$ cat src/rtl/load_store_unit.sv
//------------------------------------------------------------------------------
// load_store_unit -- single-outstanding data-memory access unit: lane steering,
// load extension, misalignment and bus-timeout detection.          Rev 1.0
//------------------------------------------------------------------------------
`default_nettype none

package load_store_unit_pkg;
  typedef enum logic [2:0] {
    BYTE_SIGNED        = 3'd0,
    BYTE_UNSIGNED      = 3'd1,
    HALF_WORD_SIGNED   = 3'd2,
    HALF_WORD_UNSIGNED = 3'd3,
    ORIGIN_WORD        = 3'd4
  } read_type_t;

  typedef enum logic [1:0] {
    WRITE_NONE      = 2'd0,
    WRITE_BYTE      = 2'd1,
    WRITE_HALF_WORD = 2'd2,
    WRITE_WORD      = 2'd3
  } write_type_t;
endpackage

module load_store_unit
  import load_store_unit_pkg::*;
#(
  parameter int TIMEOUT_CYCLES = 255
) (
  input  logic        clock,
  input  logic        reset,
  input  logic        reqValid,
  output logic        reqReady,
  input  logic        reqRead,
  input  logic [31:0] reqAddress,
  input  read_type_t  reqReadType,
  input  write_type_t reqWriteType,
  input  logic [31:0] reqWriteValue,
  output logic        respValid,
  output logic [31:0] respData,
  output logic        respError,
  output logic        busy,
  output logic        memReq,
  output logic        memWrite,
  output logic [31:0] memAddress,
  output logic [3:0]  memByteEnable,
  output logic [31:0] memWriteData,
  input  logic        memAck,
  input  logic [31:0] memReadData
);

  localparam int CW = (TIMEOUT_CYCLES > 1) ? $clog2(TIMEOUT_CYCLES) : 1;
  localparam logic [CW-1:0] c_LAST = CW'(TIMEOUT_CYCLES - 1);

  typedef enum logic [1:0] {
    IDLE  = 2'd0,
    ISSUE = 2'd1,
    RESP  = 2'd2
  } state_t;

  state_t      r_state;
  logic [CW-1:0] r_count;
  logic        r_read;
  logic [1:0]  r_addrLow;
  read_type_t  r_readType;

  logic        w_isHalf;
  logic        w_isWord;
  logic        w_misaligned;
  logic        w_noWrite;
  logic [3:0]  w_enable;
  logic [31:0] w_data;
  logic [7:0]  w_byte;
  logic [15:0] w_half;
  logic [31:0] w_loadData;

  // Classification is done on the live request so the first transition is already correct.
  always_comb begin
    w_isHalf = reqRead ? (reqReadType == HALF_WORD_SIGNED || reqReadType == HALF_WORD_UNSIGNED)
                       : (reqWriteType == WRITE_HALF_WORD);
    w_isWord = reqRead ? (reqReadType == ORIGIN_WORD) : (reqWriteType == WRITE_WORD);
    w_misaligned = (w_isHalf && reqAddress[0]) || (w_isWord && (reqAddress[1:0] != 2'b00));
    w_noWrite = !reqRead && (reqWriteType == WRITE_NONE);
  end

  always_comb begin
    w_enable = 4'b0000;
    w_data   = 32'h0;
    case (reqWriteType)
      WRITE_BYTE: begin
        w_enable = 4'b0001 << reqAddress[1:0];
        w_data   = {4{reqWriteValue[7:0]}};
      end
      WRITE_HALF_WORD: begin
        w_enable = reqAddress[1] ? 4'b1100 : 4'b0011;
        w_data   = {2{reqWriteValue[15:0]}};
      end
      WRITE_WORD: begin
        w_enable = 4'b1111;
        w_data   = reqWriteValue;
      end
      default: begin
        w_enable = 4'b0000;
        w_data   = 32'h0;
      end
    endcase
  end

  always_comb begin
    case (r_addrLow)
      2'd0:    w_byte = memReadData[7:0];
      2'd1:    w_byte = memReadData[15:8];
      2'd2:    w_byte = memReadData[23:16];
      default: w_byte = memReadData[31:24];
    endcase
    w_half = r_addrLow[1] ? memReadData[31:16] : memReadData[15:0];
    case (r_readType)
      BYTE_SIGNED:        w_loadData = {{24{w_byte[7]}}, w_byte};
      BYTE_UNSIGNED:      w_loadData = {24'h0, w_byte};
      HALF_WORD_SIGNED:   w_loadData = {{16{w_half[15]}}, w_half};
      HALF_WORD_UNSIGNED: w_loadData = {16'h0, w_half};
      default:            w_loadData = memReadData;
    endcase
  end

  always_ff @(posedge clock or posedge reset) begin
    if (reset) begin
      r_state       <= IDLE;
      r_count       <= '0;
      r_read        <= 1'b0;
      r_addrLow     <= 2'b00;
      r_readType    <= BYTE_SIGNED;
      reqReady      <= 1'b1;
      busy          <= 1'b0;
      memReq        <= 1'b0;
      memWrite      <= 1'b0;
      memAddress    <= 32'h0;
      memByteEnable <= 4'b0000;
      memWriteData  <= 32'h0;
      respValid     <= 1'b0;
      respData      <= 32'h0;
      respError     <= 1'b0;
    end else begin
      case (r_state)
        IDLE: begin
          if (reqValid) begin
            r_read     <= reqRead;
            r_addrLow  <= reqAddress[1:0];
            r_readType <= reqReadType;
            reqReady   <= 1'b0;
            busy       <= 1'b1;
            if (w_misaligned || w_noWrite) begin
              r_state   <= RESP;
              respValid <= 1'b1;
              respData  <= 32'h0;
              respError <= w_misaligned;
            end else begin
              r_state       <= ISSUE;
              r_count       <= '0;
              memReq        <= 1'b1;
              memWrite      <= !reqRead;
              memAddress    <= {reqAddress[31:2], 2'b00};
              memByteEnable <= reqRead ? 4'b0000 : w_enable;
              memWriteData  <= reqRead ? 32'h0 : w_data;
            end
          end
        end
        ISSUE: begin
          // An ack on the timeout cycle still completes the access normally.
          if (memAck || (r_count == c_LAST)) begin
            r_state       <= RESP;
            memReq        <= 1'b0;
            memWrite      <= 1'b0;
            memAddress    <= 32'h0;
            memByteEnable <= 4'b0000;
            memWriteData  <= 32'h0;
            respValid     <= 1'b1;
            respData      <= (memAck && r_read) ? w_loadData : 32'h0;
            respError     <= !memAck;
          end else begin
            r_count <= r_count + CW'(1);
          end
        end
        default: begin
          r_state   <= IDLE;
          reqReady  <= 1'b1;
          busy      <= 1'b0;
          respValid <= 1'b0;
          respData  <= 32'h0;
          respError <= 1'b0;
        end
      endcase
    end
  end

endmodule

`default_nettype wire

$ cat config.mk
export PLATFORM = sky130hd
export DESIGN_NAME = load_store_unit
export DESIGN_NICKNAME = d
export VERILOG_FILES = /design/src/rtl/load_store_unit.sv
export SDC_FILE = /design/constraint.sdc
export NUM_CORES = 1
export LEC_CHECK = 0
export CAP_MARGIN = 20
export CORE_ASPECT_RATIO = 0.9
export CORE_UTILIZATION = 25
export CTS_CLUSTER_SIZE = 25
export DETAILED_ROUTE_END_ITERATION = 10
export SYNTH_ARGS = -nofsm -noshare
export SYNTH_HDL_FRONTEND = slang
export SYNTH_SLANG_ARGS = --single-unit
$ cat constraint.sdc
create_clock -name clock -period 6.32 [get_ports clock]
set_clock_uncertainty 0.05 [all_clocks]
set_input_delay 1.264 -clock clock [delete_from_list [all_inputs] [get_ports clock]]
set_output_delay 1.264 -clock clock [all_outputs]
set_load 0.05 [all_outputs]
======== After elaboration in Yosys (flattened, before gate mapping) ========
Index checks and enable logic that the tools add are counted.
storage, ports and cells
  word-level logic and storage cells ...... 111
  output and inout port bits .............. 106
  flip-flop bits (word level) ............. 122
  input bits .............................. 106
operators by class
  muxes and demuxes ....................... 53
  reduce and logical (&&, ||, !) cells .... 22
  shift operators ......................... 1
  $add $sub $neg .......................... 1
  bitwise logic cells ..................... 1
  equal/unequal tests ..................... 18
operators by type and width
  operator                                        count
  2-to-1 mux 32 bit                               10
  one-hot mux 32 bit (2 select lines)             3
  one-hot mux 32 bit (4 select lines)             1
  one-hot mux 32 bit (3 select lines)             1
  2-to-1 mux 8 bit                                3
  one-hot mux 8 bit (3 select lines)              1
  2-to-1 mux 4 bit                                5
  2-to-1 mux 16 bit                               1
  one-hot mux 8 bit (2 select lines)              1
  2-to-1 mux 1 bit                                15
  == test 3 x 2 -> 1 bit (second input constant)  4
  one-hot mux 1 bit (2 select lines)              6
  one-hot mux 4 bit (3 select lines)              1
  != test 2 bit (second input constant)           5
  adder 8 x 1 -> 8 bit (second input constant)    1
  == test 8 bit (second input constant)           1
  one-hot mux 4 bit (2 select lines)              1
  AND reduction 4 bit                             2
  == test 2 x 1 -> 1 bit (second input constant)  3
  == test 2 bit (second input constant)           3
  zero test 2 bit                                 3
  2-to-1 mux 2 bit                                3
  AND reduction 2 bit                             3
  logical AND 1 bit                               4
  10 further kinds                                15

======== Longest topological paths before layout ========
  word-level depth ........................ 9
  depth in mapped cells ................... 10
  gate-level depth less buffers ........... 7

======== Worst setup path before layout ========
Ideal clock, no wire load.
  path kind ............................... input to register
  from .................................... input port reqReadType[1]
  to ...................................... register memAddress[10]
  setup slack ............................. 3,695 ps
  path buffers ............................ 3
  required time ........................... 6,149 ps
  arrival time ............................ 2,454 ps
  library setup time ...................... 121 ps
  stages .................................. 8
  cells stage by stage .................... and4bb_2 o22ai_2 a21oi_2 nand2b_4 buf_6 buf_6 buf_6 a22o_1
between the ends
  word-level cells in the longest chain between the ends .. 8
  elaborated cells between the ends (all ways) .. 12
  those cells by class .................... 4 x eq/ne; 2 x mux; 6 x reduce/logical
RTL lines
  what                             line  RTL
  from (decl)                      35    input read_type_t reqReadType,
  == test 3 x 2 -> 1 bit           78    w_isHalf = reqRead ? (reqReadType == HALF_WORD_SIGNED || reqReadType == HALF_WORD_UNSIGNED)
  logical OR 1 bit                 78
  2-to-1 mux 1 bit                 78
  logical AND 1 bit                81    w_misaligned = (w_isHalf && reqAddress[0]) || (w_isWord && (reqAddress[1:0] != 2'b00));
  logical OR 1 bit *               81
  logical OR 1 bit *               151   if (w_misaligned || w_noWrite) begin
  != test 2 bit (no line) *        -
  AND reduction 4 bit (no line) *  -
  to (signal assigned)             161   memAddress <= {reqAddress[31:2], 2'b00};
  to (decl)                        44    output logic [31:0] memAddress,
Every way passes the cells marked *; elsewhere a longest branch is shown, timed or not.
A chain may end at the register's enable or synchronous reset.

======== Worst setup path after layout ========
  from .................................... input port reqWriteType[0]
  to ...................................... register respError
between the ends
  word-level cells in the longest chain between the ends .. 7
  elaborated cells between the ends (all ways) .. 15
  those cells by class .................... 3 x eq/ne; 5 x mux; 7 x reduce/logical
RTL lines
  what                                                                              line    RTL
  from (decl)                                                                       36      input write_type_t reqWriteType,
  == test 2 bit, on equally long branches                                           79, 80
  2-to-1 mux 1 bit, on equally long branches                                        78, 80
  logical AND 1 bit                                                                 81
  logical OR 1 bit                                                                  81
  2-to-1 mux 1 bit / logical OR 1 bit (equally long branches)                       151
  2-to-1 mux 1 bit / != test 2 bit (equally long branches)                          -
  one-hot mux 1 bit (2 select lines) / AND reduction 3 bit (equally long branches)  -
  to (signal assigned)                                                              155     respError <= w_misaligned;
  to (signal assigned)                                                              178     respError <= !memAck;
  to (decl)                                                                         40      output logic respError,
Several ways; a longest one is shown, not always the timed one. The select of a mux whose other input is x is not followed.

==> impl_metrics.tcl <==
set metrics [dict create \
    combPwrFrac_pct 50.3 \
    layout-drive-gt1-share_pct 11.0 \
    finalSetupViolCount 0 \
    hold_path_class "reg -> reg" \
    r2r_cells 8 \
    rr_startpoint "r_count[0]" \
    cts_setup_buffers 0 \
    crit_type "in -> reg" \
    yosysUniqueCellTypes 51 \
    maxSlewViolCount 0 \
    max_freq_mhz 261 \
    final_nets 830 \
    grt_usage_pct 16.2 \
    pwr-share-clk_pct 22.6 \
    crit_required_ns 6.57 \
    power_density_mw_per_mm2 542 \
    hold_violations 0 \
    drt-initial-drc-count 306 \
    synth_top_area_share_pct 51.2 \
    rrSetupSlack_ns 3.39 \
    dp_hpwl_um 12900 \
    hold_depth 1 \
    htreeDepth 4 \
    grt_antenna_before_repair 0 \
    avgSynthCellArea_sq_um 10.9 \
    slew_headroom_pct 37.4 \
    ys_seq_area_share_pct 51.7 \
    io_buffers 209 \
    ys_warn_count 0 \
    routedWlPerCell_um 18.3 \
    p_seq_share_pct 27.1 \
    period_needed_ns 3.82 \
    fillers 2260 \
    antennaDiodeCount 0 \
    fp.dieH_um 147 \
    worst_slack_ns 2.50 \
    post_cts_resized 0 \
    cts_num_sinks 120 \
    worstPathArrival_ns 4.07 \
    rows 52 \
    finalCritPeriodShare_pct 60.5 \
    crit_path_start_kind "input pin" \
    path_clk_slew_ns 0.06 \
    core_area_sq_mm 0.0226 \
    synthCells 532 \
    endpoint_kind "flip-flop" \
    status "complete, no violations" \
    cts_buffers 17 \
    synth_area_sq_mm 0.00581 \
    r2r_end "respError" \
    place_ws_ns 2.01 \
    synth-edff-count 0 \
    final_cells 1032 \
    routed_wl_um 18900 \
    tns_ns 0 \
    viasPerCell 4.97 \
    yosys.area.top_type "dfrtp_1" \
    path_cells "clkdlybuf4s50_1 > nor2_1 > a32oi_2 > nand2_1 > a21boi_2 > buf_4 > mux2_2" \
    dpl.cell_count 999 \
    cap_violations 0 \
    holdBufCountCts 0 \
    intPower_mw 2.56 \
    gp_congestion 0.847 \
    drc 0 \
    start_util_pct 25.7 \
    crit_slowest_cell "clkdlybuf4s50_1" \
    routed-via-count 5126 \
    holdPathEnd "memReq" \
    grt_pass1_vias 5095 \
    leakage_nw 3.71 \
    pin_count 212 \
    synth-seq-cells 120 \
    hold_path_startpoint "memReq" \
    switching_power_mw 2.17 \
    peakVddDrop_mv 0.286 \
    clkLatencyLatePin_ns 0.41 \
    path_delay_family "buffers and inverters" \
    overflow 0 \
    die-area_sq_mm 0.0239 \
    cts_tree "yes" \
    die_w_um 163 \
    crit_buf_inv 2 \
    critical-path-max-stage-delay_ns 0.81 \
    drtAntennaViolNets 0 \
    syn_to_final_growth_pct 50.5 \
    grt_pass1_wl_um 29700 \
    async_flop_share_pct 100 \
    rsz0062_at_grt "no" \
    clk_path_buf_depth 2 \
    crit_fanout 17 \
    worst_pin_slew_ns 0.939 \
    ys.flop_type "dfrtp_1" \
    cts_root_buf "clkbuf_16" \
    switching_share_pct 45.9 \
    dr.pass1.iters 5 \
    synth_area_leaders "dfrtp_1 51%, a22o_1 7.8%, o2bb2ai_1 4.4%, a21oi_1 3.1%, mux2_2 2.7%" \
    grt_max_degree 73 \
]
area by class of cell:
class / count / area [sq um] / area share, %
multi-input combinational: 347 / 2470 / 28.3
clock inverter: 13 / 194 / 2.22
tap: 297 / 372 / 4.25
clock buffer: 19 / 453 / 5.18
inverter: 18 / 70.1 / 0.801
sequential: 120 / 3000 / 34.3
timing repair buffer: 218 / 2180 / 24.9
cell usage in the layout (no fill, tap or decap), types with 3 or more instances in the layout:
cell and instances:
dfrtp_1 119, a221oi_1 9, and3_1 3, nor3_1 9, o2bb2ai_2 10, clkinvlp_4 4
nand2b_1 3, o21ai_0 28, nand3_1 3, a22oi_1 16, nor2b_1 5, mux2_2 14
mux2i_1 9, a22o_1 52, nor2_1 26, a31oi_1 7, nand2_1 37, clkdlybuf4s50_1 209
clkbuf_16 17, or3_1 6, a21oi_1 36, clkinv_4 3, buf_4 8, a21o_1 12
o2bb2ai_1 29, bufinv_16 4, inv_1 17
metrics by stage:
stage	instance area [sq um]	power [mW]	utilization, %	hold WS (ns)
after CTS	8720	4.76	38.5	0.438
after floorplan	5810	2.89	-	0.445
final	8750	4.74	38.6	0.432
after detailed placement	8070	3.66	35.7	0.424
after global placement	8070	3.66	35.7	0.415
after global routing	8750	4.98	38.6	0.457
worst max path at each step:
stage,slack (ns),from,cells after the start,end
6_report,2.50,reqWriteType[0],7,respError
5_1_grt,2.28,reqWriteType[0],7,respError
4_1_cts,2.46,reqWriteType[0],7,respError
3_5_place_dp,2.01,reqWriteType[0],7,respError
3_3_place_gp,2.06,reqWriteType[1],8,respError
2_1_floorplan,1.82,reset,1,busy
power groups by stage:
stage / clock network (mW) / registers, mW / logic, mW
floorplan: 0 / 2.08 / 0.810
global placement: 0 / 1.32 / 2.34
detailed placement: 0 / 1.31 / 2.35
CTS: 1.10 / 1.31 / 2.35
global route: 1.13 / 1.32 / 2.52
finish: 1.07 / 1.28 / 2.38
cell usage after synthesis (10+ instances only):
cell         n
a21o_1      12
o2bb2ai_1   29
a22o_1      52
nand2_1     37
a22oi_1     16
buf_2       14
mux2_2      14
inv_1       18
a21oi_1     36
clkbuf_1    17
o21ai_0     28
nor2_1      26
dfrtp_1    119
o2bb2ai_2   10
nor3_1      10
cell families (layout without fill, tap and decap cells):
kind of cell / Yosys count / in the layout / synth area share [%]
muxes: 23 / 23 / 4.26
and+or+nand+nor: 104 / 104 / 8.66
AOI/OAI and AO/OA: 216 / 216 / 29.0
adders and majority gates: 2 / 2 / 0.431
other: 1 / 2 / 0.0645
buffers and inverters: 66 / 268 / 5.86
DFF: 120 / 120 / 51.7
flip-flops by register name (all words and copies together), names as in the netlist:
signal         count
busy               1
memAddress        30
memByteEnable      4
memReq             1
memWrite           1
memWriteData      32
r_addrLow          2
r_count            8
r_read             1
r_readType         3
r_state            2
reqReady           1
respData          32
respError          1
respValid          1
layer usage:
| metal | vias up | GRT usage [%] | share of wire (%) |
|---|---|---|---|
| met5 | - | 0 | 0 |
| met4 | 0 | 4.30 | 1.0 |
| met3 | 15 | 4.55 | 6.8 |
| met2 | 194 | 23.6 | 44 |
| met1 | 2541 | 23.2 | 48 |
| li1 | 2376 | - | - |
No activity file was read; power rests on OpenSTA's default activity.
==> edit (same settings) <==
Change the parameter `TIMEOUT_CYCLES` from 255 to 510.
--- a/src/rtl/load_store_unit.sv
+++ b/src/rtl/load_store_unit.sv
@@ -25,5 +25,5 @@
   import load_store_unit_pkg::*;
 #(
-  parameter int TIMEOUT_CYCLES = 255
+  parameter int TIMEOUT_CYCLES = 510
 ) (
   input  logic        clock,
Check against the original RTL: same outputs for any inputs over 4 cycles, from zero or initial values and one cycle with reset high; that may be too few to reach the edited logic, so the function may still have changed.
==> edit against the unedited design <==
Critical path depth rose by 1; count of clock-buffer cells in the layout fell by 1; core utilization rose by 0.27 points; total power fell by 13%; sequential power fell by 7%; via count fell by 4.7%; setup slack improved by 0.10 ns; routed wire length fell by 6.9%; sequential cell count rose by 1; synthesized area fell by 1.8%; clock power fell by 7%; design area fell by 0.17%; critical path type unchanged.
==> edit: results <==
[hold_path]
hp-start = "memByteEnable[2]"
hold_path_end = "memByteEnable[2]"

[layout]
nFlopsAndLatches = 121
nNonClkBuffers = 220
buffer_area_share_pct = 25.4
regArea_mm2 = 0.00303
drive_gt1_share_pct = 10.0
num-multi-input-gates = 345

[synthesis]
synthAdderAreaFrac_pct = 0.439
synth_mux_area_share_pct = 5.64
syn_area_per_cell_um2 = 11.1
synth_top_cells_by_count = "dfrtp_1, a22o_1, nor2_1"

[worst_setup_path]
crit_path_end = "memWriteData[11]"
reg2regPathDepth = 5
rr_startpoint = "r_state[0]"
crit_path_start = "reqWriteType[1]"
crit_fanout = 42

[place]
preCtsSetupSlack_ns = 2.14
dp.cells = 990
dp_hpwl_um = 12500
place_area_mm2 = 0.00807
place_congestion = 0.733

[route]
wl_per_cell_um = 17.2
drtIter0Drc = 281
met2WireLength_um = 7810
dr.pass1.iters = 4
viasPerCell = 4.77
via_count = 4885

[sta]
finalCritPeriodShare_pct = 58.9
whs_ns = 0.431

[run_status]
status = "finished clean"

[grt]
grt_pass1_wl_um = 27500
[edit: changes by cell type after synthesis, moves of 10 or more]
cell and delta:
nand2b_1 +22, a21oi_1 -15, a22o_1 +13, o2bb2ai_2 -10, o21ai_0 -10
[edit: critical path: stages]
cell and delay (ns):
clkdlybuf4s50_1 0.46, buf_4 0.37, and4bb_2 0.36, nor4_4 0.07, and2_1 0.20, o21bai_4 0.56
buf_4 0.52, o2bb2ai_1 0.17
[edit: power by group through the flow]
stage | Sequential, mW | Clock [mW] | Combinational (mW)
2_1_floorplan | 1.90 | 0 | 0.535
3_3_place_gp | 1.22 | 0 | 1.89
3_5_place_dp | 1.21 | 0 | 1.90
4_1_cts | 1.21 | 1.02 | 1.90
5_1_grt | 1.23 | 1.05 | 2.02
6_report | 1.19 | 0.994 | 1.92
[edit: layer usage]
metal | vias up | GRT usage, %
met5 | - | 0
met2 | 173 | 22.6
met4 | 0 | 5.38
met1 | 2356 | 21.3
li1 | 2336 | -
met3 | 20 | 4.69
